File: src/rtl/btn_led_ctrl.sv
// Multi-channel push-button front end: sync, debounce, press-edge detect, per-channel LED mode.
// Latency: press pulses DEBOUNCE_CYCLES+2 edges after btn is first sampled; led updates one edge later.
// Backpressure: none; free-running datapath, press is a fire-and-forget one-cycle pulse.
module btn_led_ctrl #(
  parameter int N_CH            = 2,
  parameter int DEBOUNCE_CYCLES = 12000,
  parameter int BLINK_HALF      = 3000000,
  parameter int PULSE_CYCLES    = 6000000
) (
  input  logic              sysclk,
  input  logic              rst,
  input  logic [N_CH-1:0]   btn,
  input  logic [2*N_CH-1:0] mode,
  output logic [N_CH-1:0]   led,
  output logic [N_CH-1:0]   press
);

  // Counter widths; the blink counter needs at least one bit even when it wraps every cycle.
  localparam int DW = $clog2(DEBOUNCE_CYCLES);
  localparam int BW = (BLINK_HALF > 1) ? $clog2(BLINK_HALF) : 1;
  localparam int OW = $clog2(PULSE_CYCLES + 1);

  localparam logic [DW-1:0] DB_LAST    = DW'(DEBOUNCE_CYCLES - 1);
  localparam logic [BW-1:0] BLINK_LAST = BW'(BLINK_HALF - 1);
  localparam logic [OW-1:0] OC_LOAD    = OW'(PULSE_CYCLES);

  typedef enum logic [1:0] {
    MODE_TOGGLE  = 2'b00,
    MODE_MOMENT  = 2'b01,
    MODE_BLINK   = 2'b10,
    MODE_ONESHOT = 2'b11
  } mode_e;

  logic [BW-1:0] blink_cnt;
  logic          phase;

  // Shared blink square wave: phase flips every BLINK_HALF cycles.
  always_ff @(posedge sysclk) begin
    if (rst) begin
      blink_cnt <= '0;
      phase     <= 1'b0;
    end else if (blink_cnt == BLINK_LAST) begin
      blink_cnt <= '0;
      phase     <= ~phase;
    end else begin
      blink_cnt <= blink_cnt + 1'b1;
    end
  end

  for (genvar i = 0; i < N_CH; i++) begin : g_ch
    logic          s1;
    logic          s2;
    logic          db;
    logic          db_q;
    logic [DW-1:0] cnt;
    logic          press_r;
    logic          st;
    logic          st_n;
    logic [OW-1:0] oc;
    logic [OW-1:0] oc_n;
    logic          led_r;
    logic          led_n;
    logic [1:0]    mode_q;
    logic          mode_chg;
    mode_e         mode_i;

    assign mode_i   = mode_e'(mode[2*i +: 2]);
    assign mode_chg = (mode[2*i +: 2] != mode_q);

    // Two-flop synchroniser plus debounce: a new level must hold DEBOUNCE_CYCLES cycles.
    always_ff @(posedge sysclk) begin
      if (rst) begin
        s1  <= 1'b0;
        s2  <= 1'b0;
        db  <= 1'b0;
        cnt <= '0;
      end else begin
        s1 <= btn[i];
        s2 <= s1;
        if (s2 == db) begin
          cnt <= '0;
        end else if (cnt == DB_LAST) begin
          db  <= s2;
          cnt <= '0;
        end else begin
          cnt <= cnt + 1'b1;
        end
      end
    end

    // Rising edge of the debounced level becomes a registered one-cycle press pulse.
    always_ff @(posedge sysclk) begin
      if (rst) begin
        db_q    <= 1'b0;
        press_r <= 1'b0;
      end else begin
        db_q    <= db;
        press_r <= db & ~db_q;
      end
    end

    // Next-state and next-LED per mode; a mode change clears state and swallows a coincident press.
    always_comb begin
      st_n  = st;
      oc_n  = oc;
      led_n = 1'b0;
      if (mode_chg) begin
        st_n  = 1'b0;
        oc_n  = '0;
        led_n = 1'b0;
      end else begin
        case (mode_i)
          MODE_TOGGLE: begin
            st_n  = st ^ press_r;
            oc_n  = '0;
            led_n = st ^ press_r;
          end
          MODE_MOMENT: begin
            st_n  = 1'b0;
            oc_n  = '0;
            led_n = db;
          end
          MODE_BLINK: begin
            st_n  = st ^ press_r;
            oc_n  = '0;
            led_n = (st ^ press_r) & phase;
          end
          MODE_ONESHOT: begin
            st_n = 1'b0;
            if (press_r) begin
              oc_n = OC_LOAD;
            end else if (oc != '0) begin
              oc_n = oc - 1'b1;
            end
            led_n = (oc_n != '0);
          end
          default: begin
            st_n  = 1'b0;
            oc_n  = '0;
            led_n = 1'b0;
          end
        endcase
      end
    end

    // Mode state, one-shot counter, registered LED and previous-mode tracking.
    always_ff @(posedge sysclk) begin
      if (rst) begin
        st     <= 1'b0;
        oc     <= '0;
        led_r  <= 1'b0;
        mode_q <= 2'b00;
      end else begin
        st     <= st_n;
        oc     <= oc_n;
        led_r  <= led_n;
        mode_q <= mode[2*i +: 2];
      end
    end

    assign press[i] = press_r;
    assign led[i]   = led_r;
  end

endmodule

File: config.mk
export PLATFORM = sky130hd
export DESIGN_NAME = btn_led_ctrl
export DESIGN_NICKNAME = d
export VERILOG_FILES = /design/src/rtl/btn_led_ctrl.sv
export SDC_FILE = /design/constraint.sdc
export NUM_CORES = 1
export LEC_CHECK = 0
export CORE_MARGIN = 5
export CORE_UTILIZATION = 60
export CTS_CLUSTER_SIZE = 28
export DETAILED_ROUTE_END_ITERATION = 8
export PLACE_DENSITY_LB_ADDON = 0.2
export SYNTH_ARGS = -nofsm -noshare
export SYNTH_HDL_FRONTEND = slang
export SYNTH_SLANG_ARGS = --single-unit
File: constraint.sdc
create_clock -name sysclk -period 3.6 [get_ports sysclk]
set_clock_uncertainty 0.15 [all_clocks]
set_input_delay 0.9 -clock sysclk [delete_from_list [all_inputs] [get_ports sysclk]]
set_output_delay 0.9 -clock sysclk [all_outputs]
set_load 0.05 [all_outputs]
Yosys cells after proc, flatten, opt, wreduce, memory -nomap -nowiden

Index checks and enable logic that the tools add are counted.

Word-level logic and storage cells: 84
Output and inout port bits: 4
Input port bits: 8
Flip-flop bits (word level): 115

Equality and inequality tests: 13
Bitwise operators: 11
Reductions and logical operators: 19
Mux-type cells: 14
Add/sub/neg operators: 5

Operators with widths:

| operator                | number |
|---|---|
| $mux W23                | 8 |
| $pmux W23 S2            | 2 |
| $reduce_bool A23 Y1     | 4 |
| $sub A23 B1 Y23 const B | 2 |
| $add A14 B1 Y14 const B | 2 |
| $eq A14 B14 Y1 const B  | 2 |
| $add A22 B1 Y22 const B | 1 |
| $eq A22 B22 Y1 const B  | 1 |
| $reduce_or A2 Y1        | 7 |
| $reduce_or A3 Y1        | 4 |
| $eq A2 B2 Y1 const B    | 4 |
| $pmux W1 S4             | 2 |
| $not A1 Y1              | 5 |
| $and A1 B1 Y1           | 4 |
| $eq A2 B1 Y1 const B    | 2 |
| $logic_not A2 Y1        | 2 |
| $ne A2 B2 Y1            | 2 |
| $pmux W1 S2             | 2 |
| $reduce_and A2 Y1       | 2 |
| $eq A1 B1 Y1            | 2 |
| $xor A1 B1 Y1           | 2 |

Logic depth before layout (Yosys ltp)

Gate-level depths: netlist of run 1.

Word-level depth: 7
Mapped depth: 11
Gate-level depth less buffers: 9

Worst setup path before layout of run 1

Ideal clock, no wire load.

Kind: register to register
Start point: register g_ch[0].oc[0]
End point: register g_ch[0].led_r
Setup time: 124 ps
Slack: 574 ps
Data arrival time: 2752 ps
Stages on the path, launching flop included: 10
Clock period less this slack: 3026 ps
Required time: 3326 ps
Path buffers: 0
Path through: dfxtp_1 -> inv_1 -> ha_1 -> nor4b_1 -> nand4_2 -> o21a_1 -> a211o_1 -> or4_1 -> nor4_1 -> a21oi_1

Word-level cells in the longest chain between the ends: 7
Elaborated cells between the ends (all ways): 8
Those cells by class: add/sub: 1; mux: 5; reduce/logical: 2

Ends and longest elaborated chain:

| item                                                          | line     | source |
|---|---|---|
| start, declared                                               | 59       | `logic [OW-1:0] oc;` |
| start signal, assigned                                        | 155      | `oc <= oc_n;` |
| $sub A23 B1 Y23 / $reduce_bool A23 Y1 (equally long branches) | 133, 132 |  |
| $mux W23 (*)                                                  | 132      | `end else if (oc != '0) begin` |
| $mux W23 (*)                                                  | 130      | `if (press_r) begin` |
| $mux W23 (*)                                                  | 112      | `case (mode_i)` |
| $mux W23 (*)                                                  | 107      | `if (mode_chg) begin` |
| $reduce_bool A23 Y1 (*)                                       | 135      | `led_n = (oc_n != '0);` |
| $pmux W1 S4 (*)                                               | 112      |  |
| end signal, assigned                                          | 156      | `led_r <= led_n;` |
| end, declared                                                 | 61       | `logic led_r;` |

Mark *: on every way between the ends. The rest lies on a longest branch, timed or not. The select of a mux whose other input is x is not followed.
A chain may end at the register's enable or synchronous reset.

Worst setup path after layout of run 1

Same ends and word-level chain as after synthesis.

==> results of run 1 <==
[kinds of logic after synthesis]
logic type / share of synthesized area (%)
flops: 42.8
buf+inv: 3.14
xor+xnor: 11.7
compound gates: 10.1
mux: 0.558
simple gates: 30.1
fa+ha+maj: 1.63
[per-layer routing]
layer	vias to the layer above	part of all wire, %	track usage, %
met5	-	0	0
met2	144	49	36.4
met4	0	1.9	8.68
met3	24	5.5	5.92
met1	2175	44	26.5
li1	2295	-	-
[through the flow]
| step | worst slack [ns] | hold slack, ns | instance area (µm²) | cells |
|---|---|---|---|---|
| detailed placement | 0.343 | 0.229 | 5610 | 749 |
| floorplan | 0.574 | 0.217 | 5380 | 642 |
| global route | 0.140 | 0.266 | 6140 | 781 |
| finish | 0.296 | 0.236 | 6140 | 781 |
| CTS | 0.301 | 0.238 | 6140 | 781 |
| global placement | 0.478 | 0.222 | 5610 | 749 |
[report_power, final]
group | switching (mW) | internal [mW] | leakage [nW]
clock network | 0.591 | 0.876 | 0.245
registers | 0.00705 | 1.28 | 0.929
logic | 0.0268 | 0.0205 | 1.14
total | 0.624 | 2.18 | 2.32
[layout by cell type (no fill, tap or decap), drive strengths merged, types with 3 or more instances in the layout]
cell type / synthesis / layout
clkdlybuf4s50: 0 / 11
or3: 11 / 11
nand2b: 8 / 8
xnor2: 27 / 27
mux2i: 3 / 3
o21a: 4 / 4
o41ai: 4 / 4
nand3: 34 / 34
dfxtp: 115 / 115
o211ai: 7 / 7
nor2: 116 / 116
xor2: 45 / 45
o31ai: 6 / 6
a31oi: 5 / 5
ha: 7 / 7
a21oi: 27 / 27
clkbuf: 20 / 20
or4: 12 / 12
clkinvlp: 0 / 6
or2: 5 / 5
nor4b: 6 / 6
nand4: 18 / 18
o21ai: 16 / 16
nor3: 18 / 18
clkinv: 0 / 5
and3: 10 / 10
nand2: 42 / 42
nor4: 14 / 14
buf: 5 / 13
nor2b: 18 / 18
inv: 14 / 15
[sequential cells by signal, indices dropped and copies added (netlist names)]
signal / cells
g_ch.mode_q: 4
g_ch.s2: 2
g_ch.press_r: 2
blink_cnt: 22
g_ch.led_r: 2
g_ch.cnt: 28
g_ch.db_q: 2
g_ch.st: 2
g_ch.s1: 2
g_ch.db: 2
phase: 1
g_ch.oc: 46
[synth_stat cells (5+ instances only)]
cell	n	area (µm²)
or4_1	10	75.1
or3_1	11	68.8
o21ai_0	14	70.1
ha_1	7	87.6
nor2_1	116	435
nor2b_1	17	106
o211ai_1	7	52.6
a21oi_1	27	135
o31ai_1	6	45.0
nand4_1	17	106
and3_1	10	62.6
nand2b_1	8	50.1
xnor2_1	27	236
clkbuf_1	20	75.1
dfxtp_1	115	2300
inv_1	14	52.6
nor4b_1	6	52.6
a31oi_1	5	31.3
xor2_1	45	394
nand2_1	42	158
nor4_1	14	87.6
nand3_1	34	170
nor3_1	18	90.1
[layout make-up]
class | count | area, µm² | area share [%]
timing repair buffer | 24 | 208 | 3.38
sequential | 115 | 2300 | 37.5
clock buffer | 20 | 445 | 7.26
inverter | 14 | 52.6 | 0.856
tap | 108 | 135 | 2.20
clock inverter | 12 | 82.6 | 1.35
multi-input combinational | 488 | 2910 | 47.4
[worst min-delay path by stage]
stage / start / endpoint / slack (ns) / cells past startpoint
6_report: g_ch[0].db_q / g_ch[0].press_r / 0.24 / 1
5_1_grt: g_ch[0].db_q / g_ch[0].press_r / 0.27 / 1
4_1_cts: g_ch[0].db_q / g_ch[0].press_r / 0.24 / 1
3_5_place_dp: g_ch[1].db_q / g_ch[1].press_r / 0.23 / 1
3_3_place_gp: g_ch[1].db_q / g_ch[1].press_r / 0.22 / 1
2_1_floorplan: g_ch[0].db_q / g_ch[0].press_r / 0.22 / 1
[worst reg2reg max path, cell delays in order, from the launching register on]
cell and delay, ns:
dfxtp_1 0.33, inv_1 0.11, ha_1 0.26, nor4b_1 0.78
nand4_2 0.19, o21a_1 0.22, a211o_1 0.27, or4_1 0.52
nor4_1 0.25, a21oi_1 0.10
==> summary.md, run 1 <==
| Metric | Value |
|---|---|
| WL final | `11,500 µm` |
| Total power | `2.80 mW` |
| Clk Tree Root Cell | `clkbuf_8` |
| Startpoint class of the critical path | `flip-flop` |
| CTS tree | `done` |
| CP endpoint | `g_ch[0].led_r` |
| Gpl congestion | `0.875` |
| Final period util | `91.8%` |
| Syn Nets | `657` |
| Starting density of the core | `between 60% and 70%` |
| CP Cell Sequence | `inv_1 -> ha_1 -> nor4b_1 -> nand4_2 -> o21a_1 -> a211o_1 -> or4_1 -> nor4_1 -> a21oi_1` |
| Worst setup path startpoint | `g_ch[0].oc[0]` |
| Core footprint | `roughly 8700 µm²` |
| Register area share after synthesis | `42.8%` |
| Critical path endpoint category | `flip-flop` |
| Slew margin rel. | `37.3%` |
| Stages on worst setup path | `9` |
| Leak Pwr | `roughly 2.3 nW` |
| Via/cell ratio | `5.94` |
| DR vias | `about 4.6k` |
| Hold crit path type | `flip-flop to flip-flop` |
| Worst Path Required | `3.84 ns` |
| Final Hold Viols | `0` |
| Wirelength per Cell | `14.7 µm` |
| Final core occ | `70.4%` |
| Inserted Diodes | `0` |
| Final Setup Violations | `0` |
| Crit Path Category | `flip-flop to flip-flop` |
| Max Cap Violations | `0` |
| H-tree lvl count | `4` |
| CTS buffer count | `17` |
| Area Overhead vs Synth | `14.0%` |
| Clock transition at path regs | `0.05 ns` |
| Crit-path leading delay family | `simple AND/OR/NAND/NOR gates` |
| Port bufs | `11` |
| Share of post-route cells with drive strength above 1 | `7.73%` |
| Crit-path slowest cell | `nor4b_1` |
| Critical Path AT | `3.54 ns` |
| Post-DP HPWL | `7780 µm` |
| Post-CTS sizing | `0` |
| FF-to-FF setup slack | `0.30 ns` |
| # Post-CTS Setup Buffers | `0` |
| VDD IR max | `382 µV` |
| # DRC | `0` |
| Detailed Routing Iterations Pass 1 | `5` |
| Fmax | `between 300 and 400 MHz` |
| FILL cells | `682` |
| Die Width | `roughly 100 µm` |
| Setup TNS | `0 ns` |
| Longest Clk Path Bufs | `2` |
| #FFs+latches synth | `115` |
| FFs w/ async S/R, synth | `0%` |
| Starting DRT DRC Count | `202` |
| Main synth FF type | `dfxtp_1` |
| IO Pins | `12` |
| Status | `finished, final reports clean` |
| GRT Residual Overflow | `0` |
| Nets | `675` |
| Clk sinks | `115` |
| Post-Syn Instances | `642` |
| Overall Global Routing Usage | `21.7%` |
| Final ANT Viol Nets | `0` |
| Clock latency at the later pin of the worst-skew pair | `0.51 ns` |
| Register-to-Register Path Depth | `9` |
| Die span in y | `105 µm` |
| CP peak stage delay | `0.78 ns` |
| Reg2reg end | `g_ch[0].led_r` |
| First-pass GRT wire length | `between 20,000 and 25,000 µm` |
| Yosys warns | `0` |
| FP Rows | `34` |
| Number of synthesized flops with an enable pin | `0` |
| Synth cell types | `53` |
| CTS Hold Buffers Added | `0` |
| Largest net degree at the start of global routing | `23` |
| CP Max Fanout | `6` |
| Synth Cell Area | `5380 µm²` |
| Number of global-route vias before repair | `around 4.5k` |
| Total die area | `11,000 µm²` |
| Mapped Avg Cell Area | `8.38 µm²` |
| Cell Pwr Density | `457 nW/µm²` |
| Sum of buffers and inverters on the critical path | `1` |
| RSZ-0062 raised after global routing | `false` |
| RR Startpoint | `g_ch[0].oc[0]` |
| Antenna violations before repair | `0` |
| Tmin final | `3.30 ns` |
| Slew Limit Fails | `0` |
| Worst-margin pin slew | `0.927 ns` |
Note: power is estimated with default switching activity, not from simulation.
==> inputs of run 2 (changes only) <==
- CAP_MARGIN: not set -> 20
- CORE_MARGIN: 5 -> not set
==> run 2 against run 1 <==
Net effect:
- combinational power decreased by 2%
- sequential cell count unchanged
- die area decreased by 15%
- total power increased by 7.8%
- final cell count decreased by 0.13%
- sequential share of layout area decreased by 0.43 points
- critical path type unchanged
- largest power group unchanged
==> summary.md, run 2 (synthesis gave the netlist of run 1 again) <==
| Metric | Value |
|---|---|
| Status | `finished, final reports clean (unchanged)` |
| Max Cap Violations | `0 (unchanged)` |
| Fin area | `6210 µm² (was 6140 µm²)` |
| Most frequent cells in the layout | `116 x nor2_1, 115 x dfxtp_1, 45 x xor2_1 (unchanged)` |
| DR vias | `4,611 (was 4,638)` |
| CP Cell Sequence | `inv_1 -> ha_1 -> nor4b_1 -> nand4_2 -> o21a_1 -> a211o_1 -> or4_1 -> nor4_1 -> a21oi_1 (unchanged)` |
| WL final | `11,500 µm (about the same)` |
| RSZ-0062 raised after global routing | `false (unchanged)` |
| FP Rows | `34 (unchanged)` |
| Biggest regs | `g_ch.oc x46, g_ch.cnt x28, blink_cnt x22 (unchanged)` |
| Longest Clk Path Bufs | `2 (unchanged)` |
| H-tree lvl count | `4 (unchanged)` |
| Clk network pwr share | `55.8% (was 52.3%)` |
| Inserted Diodes | `0 (unchanged)` |
| Register name with the most flops | `g_ch.oc (unchanged)` |
| CTS Hold Buffers Added | `0 (unchanged)` |
| Number of global-route vias before repair | `4,538 (was 4,489)` |
| Largest net degree at the start of global routing | `23 (unchanged)` |
| Register area | `2300 µm² (unchanged)` |
| Gpl congestion | `0.954 (was 0.875)` |
| GRT Residual Overflow | `0 (unchanged)` |
| Via/cell ratio | `5.91 (was 5.94)` |
| Area Overhead vs Synth | `15.3% (was 14.0%)` |
| VDD IR max | `341 µV (was 382 µV)` |
| Final Hold Viols | `0 (unchanged)` |
| Setup TNS | `0 ns (unchanged)` |
| Fmax | `293 MHz (was 303 MHz)` |
| Final Setup Violations | `0 (unchanged)` |
| # Post-CTS Setup Buffers | `0 (unchanged)` |
| Cell Pwr Density | `487 nW/µm² (was 457 nW/µm²)` |
| First-pass GRT wire length | `20,000 µm (about the same)` |
| Overall Global Routing Usage | `26.0% (was 21.7%)` |
| Max reg flops | `46 (unchanged)` |
| IO Pins | `12 (unchanged)` |
| Crit-path slowest cell | `nor4b_1 (unchanged)` |
| Sequential share of power | `42.6% (was 46.0%)` |
| Port bufs | `11 (unchanged)` |
| FILL cells | `667 (was 682)` |
| Leak Pwr | `2.36 nW (was 2.32 nW)` |
| Startpoint class of the critical path | `flip-flop (unchanged)` |
| Critical Path AT | `3.65 ns (was 3.54 ns)` |
| Final ANT Viol Nets | `0 (unchanged)` |
| Combinational Power Share | `1.5% (was 1.7%)` |
| Starting DRT DRC Count | `137 (was 202)` |
| Core footprint | `8720 µm² (unchanged)` |
| Detailed Routing Iterations Pass 1 | `6 (was 5)` |
| Die Width | `96.7 µm (was 105 µm)` |
| Hold crit path type | `flip-flop to flip-flop (unchanged)` |
| Total power | `3.02 mW (was 2.80 mW)` |
| Worst-margin pin slew | `1.04 ns (was 0.927 ns)` |
| Total die area | `9350 µm² (was 11,000 µm²)` |
| Worst Path Required | `3.83 ns (was 3.84 ns)` |
| Die span in y | `96.7 µm (was 105 µm)` |
| Starting density of the core | `61.7% (unchanged)` |
| Critical path endpoint category | `flip-flop (unchanged)` |
| Nets | `674 (was 675)` |
| CTS buffer count | `17 (unchanged)` |
| Tmin final | `3.42 ns (was 3.30 ns)` |
| Commonest non-fill, non-tap cell in the layout | `nor2_1 (unchanged)` |
| Sw Share | `21.3% (was 22.3%)` |
| Clk sinks | `115 (unchanged)` |
| CP peak stage delay | `0.86 ns (was 0.78 ns)` |
| CP Max Fanout | `6 (unchanged)` |
| Slew Limit Fails | `0 (unchanged)` |
| Clk Tree Root Cell | `clkbuf_8 (unchanged)` |
| # DRC | `0 (unchanged)` |
| DP Area | `5600 µm² (was 5610 µm²)` |
| Clock transition at path regs | `0.06 ns (was 0.05 ns)` |
| CTS tree | `done (unchanged)` |
| Post-CTS sizing | `0 (unchanged)` |
| P_int | `2.38 mW (was 2.18 mW)` |
| Crit Path Category | `flip-flop to flip-flop (unchanged)` |
| Wirelength per Cell | `14.7 µm (about the same)` |
| Post-DP HPWL | `7670 µm (was 7780 µm)` |
| Clock latency at the later pin of the worst-skew pair | `0.51 ns (about the same)` |
| Antenna violations before repair | `0 (unchanged)` |
| Net Switching | `642 µW (was 624 µW)` |
| Share of post-route cells with drive strength above 1 | `7.74% (was 7.73%)` |
| Final period util | `94.9% (was 91.8%)` |
| Area used by multi-input combinational logic | `2910 µm² (unchanged)` |
| Slew margin rel. | `29.8% (was 37.3%)` |
[run 2: cell count changes in the layout (fill, tap and decap cells not counted), moves of 3 or more]
cell,previous run,this run
bufinv_16,0,3
clkinv_2,4,1
clkinv_4,1,5
clkinvlp_4,6,3
[run 2: power by group through the flow]
stage	combinational [mW]	clock (mW)	sequential, mW
2_1_floorplan	0.0286	0	1.31
3_3_place_gp	0.0449	0	1.32
3_5_place_dp	0.0465	0	1.32
4_1_cts	0.0469	1.71	1.29
5_1_grt	0.0528	1.77	1.29
6_report	0.0465	1.69	1.29
[run 2: stage by stage]
step	utilization, %	cells	setup slack (ns)	hold slack, ns
2_1_floorplan	-	642	0.574	0.217
3_5_place_dp	64.2	748	0.272	0.232
6_report	71.2	780	0.184	0.236
5_1_grt	71.2	780	0.0245	0.251
3_3_place_gp	64.2	748	0.520	0.223
4_1_cts	71.2	780	0.255	0.236
[run 2: final timing paths]
path	start	end	slack [ns]	depth (start not counted)
worst max-delay path	g_ch[0].oc[0]	g_ch[0].led_r	0.18	9
worst min-delay path	g_ch[0].db_q	g_ch[0].press_r	0.24	1
worst max register to register	g_ch[0].oc[0]	g_ch[0].led_r	0.18	9
worst min register to register	g_ch[0].db_q	g_ch[0].press_r	0.24	1
[run 2: routing by layer]
metal / vias up / global-route usage, % / wire, µm
met5: - / 0 / 0
met4: 0 / 10.9 / 162
met3: 19 / 6.29 / 536
met2: 120 / 43.1 / 5670
met1: 2184 / 32.2 / 5130
li1: 2288 / - / -
[run 2: critical path, delay by kind of cell, from the launching register on]
family,cells,cell delay [ns]
AOI/OAI and AO/OA,3,0.59
buffers and inverters,1,0.11
and+or+nand+nor,4,1.83
adders and majority gates,1,0.27
DFF,1,0.33
[run 2: layout make-up]
cell class	count	area share [%]
Tap cell	108	2.18
Timing Repair Buffer	23	3.23
Sequential cell	115	37.1
Multi-Input combinational cell	488	46.9
Clock inverter	14	2.88
Clock buffer	18	6.89
Inverter	14	0.847
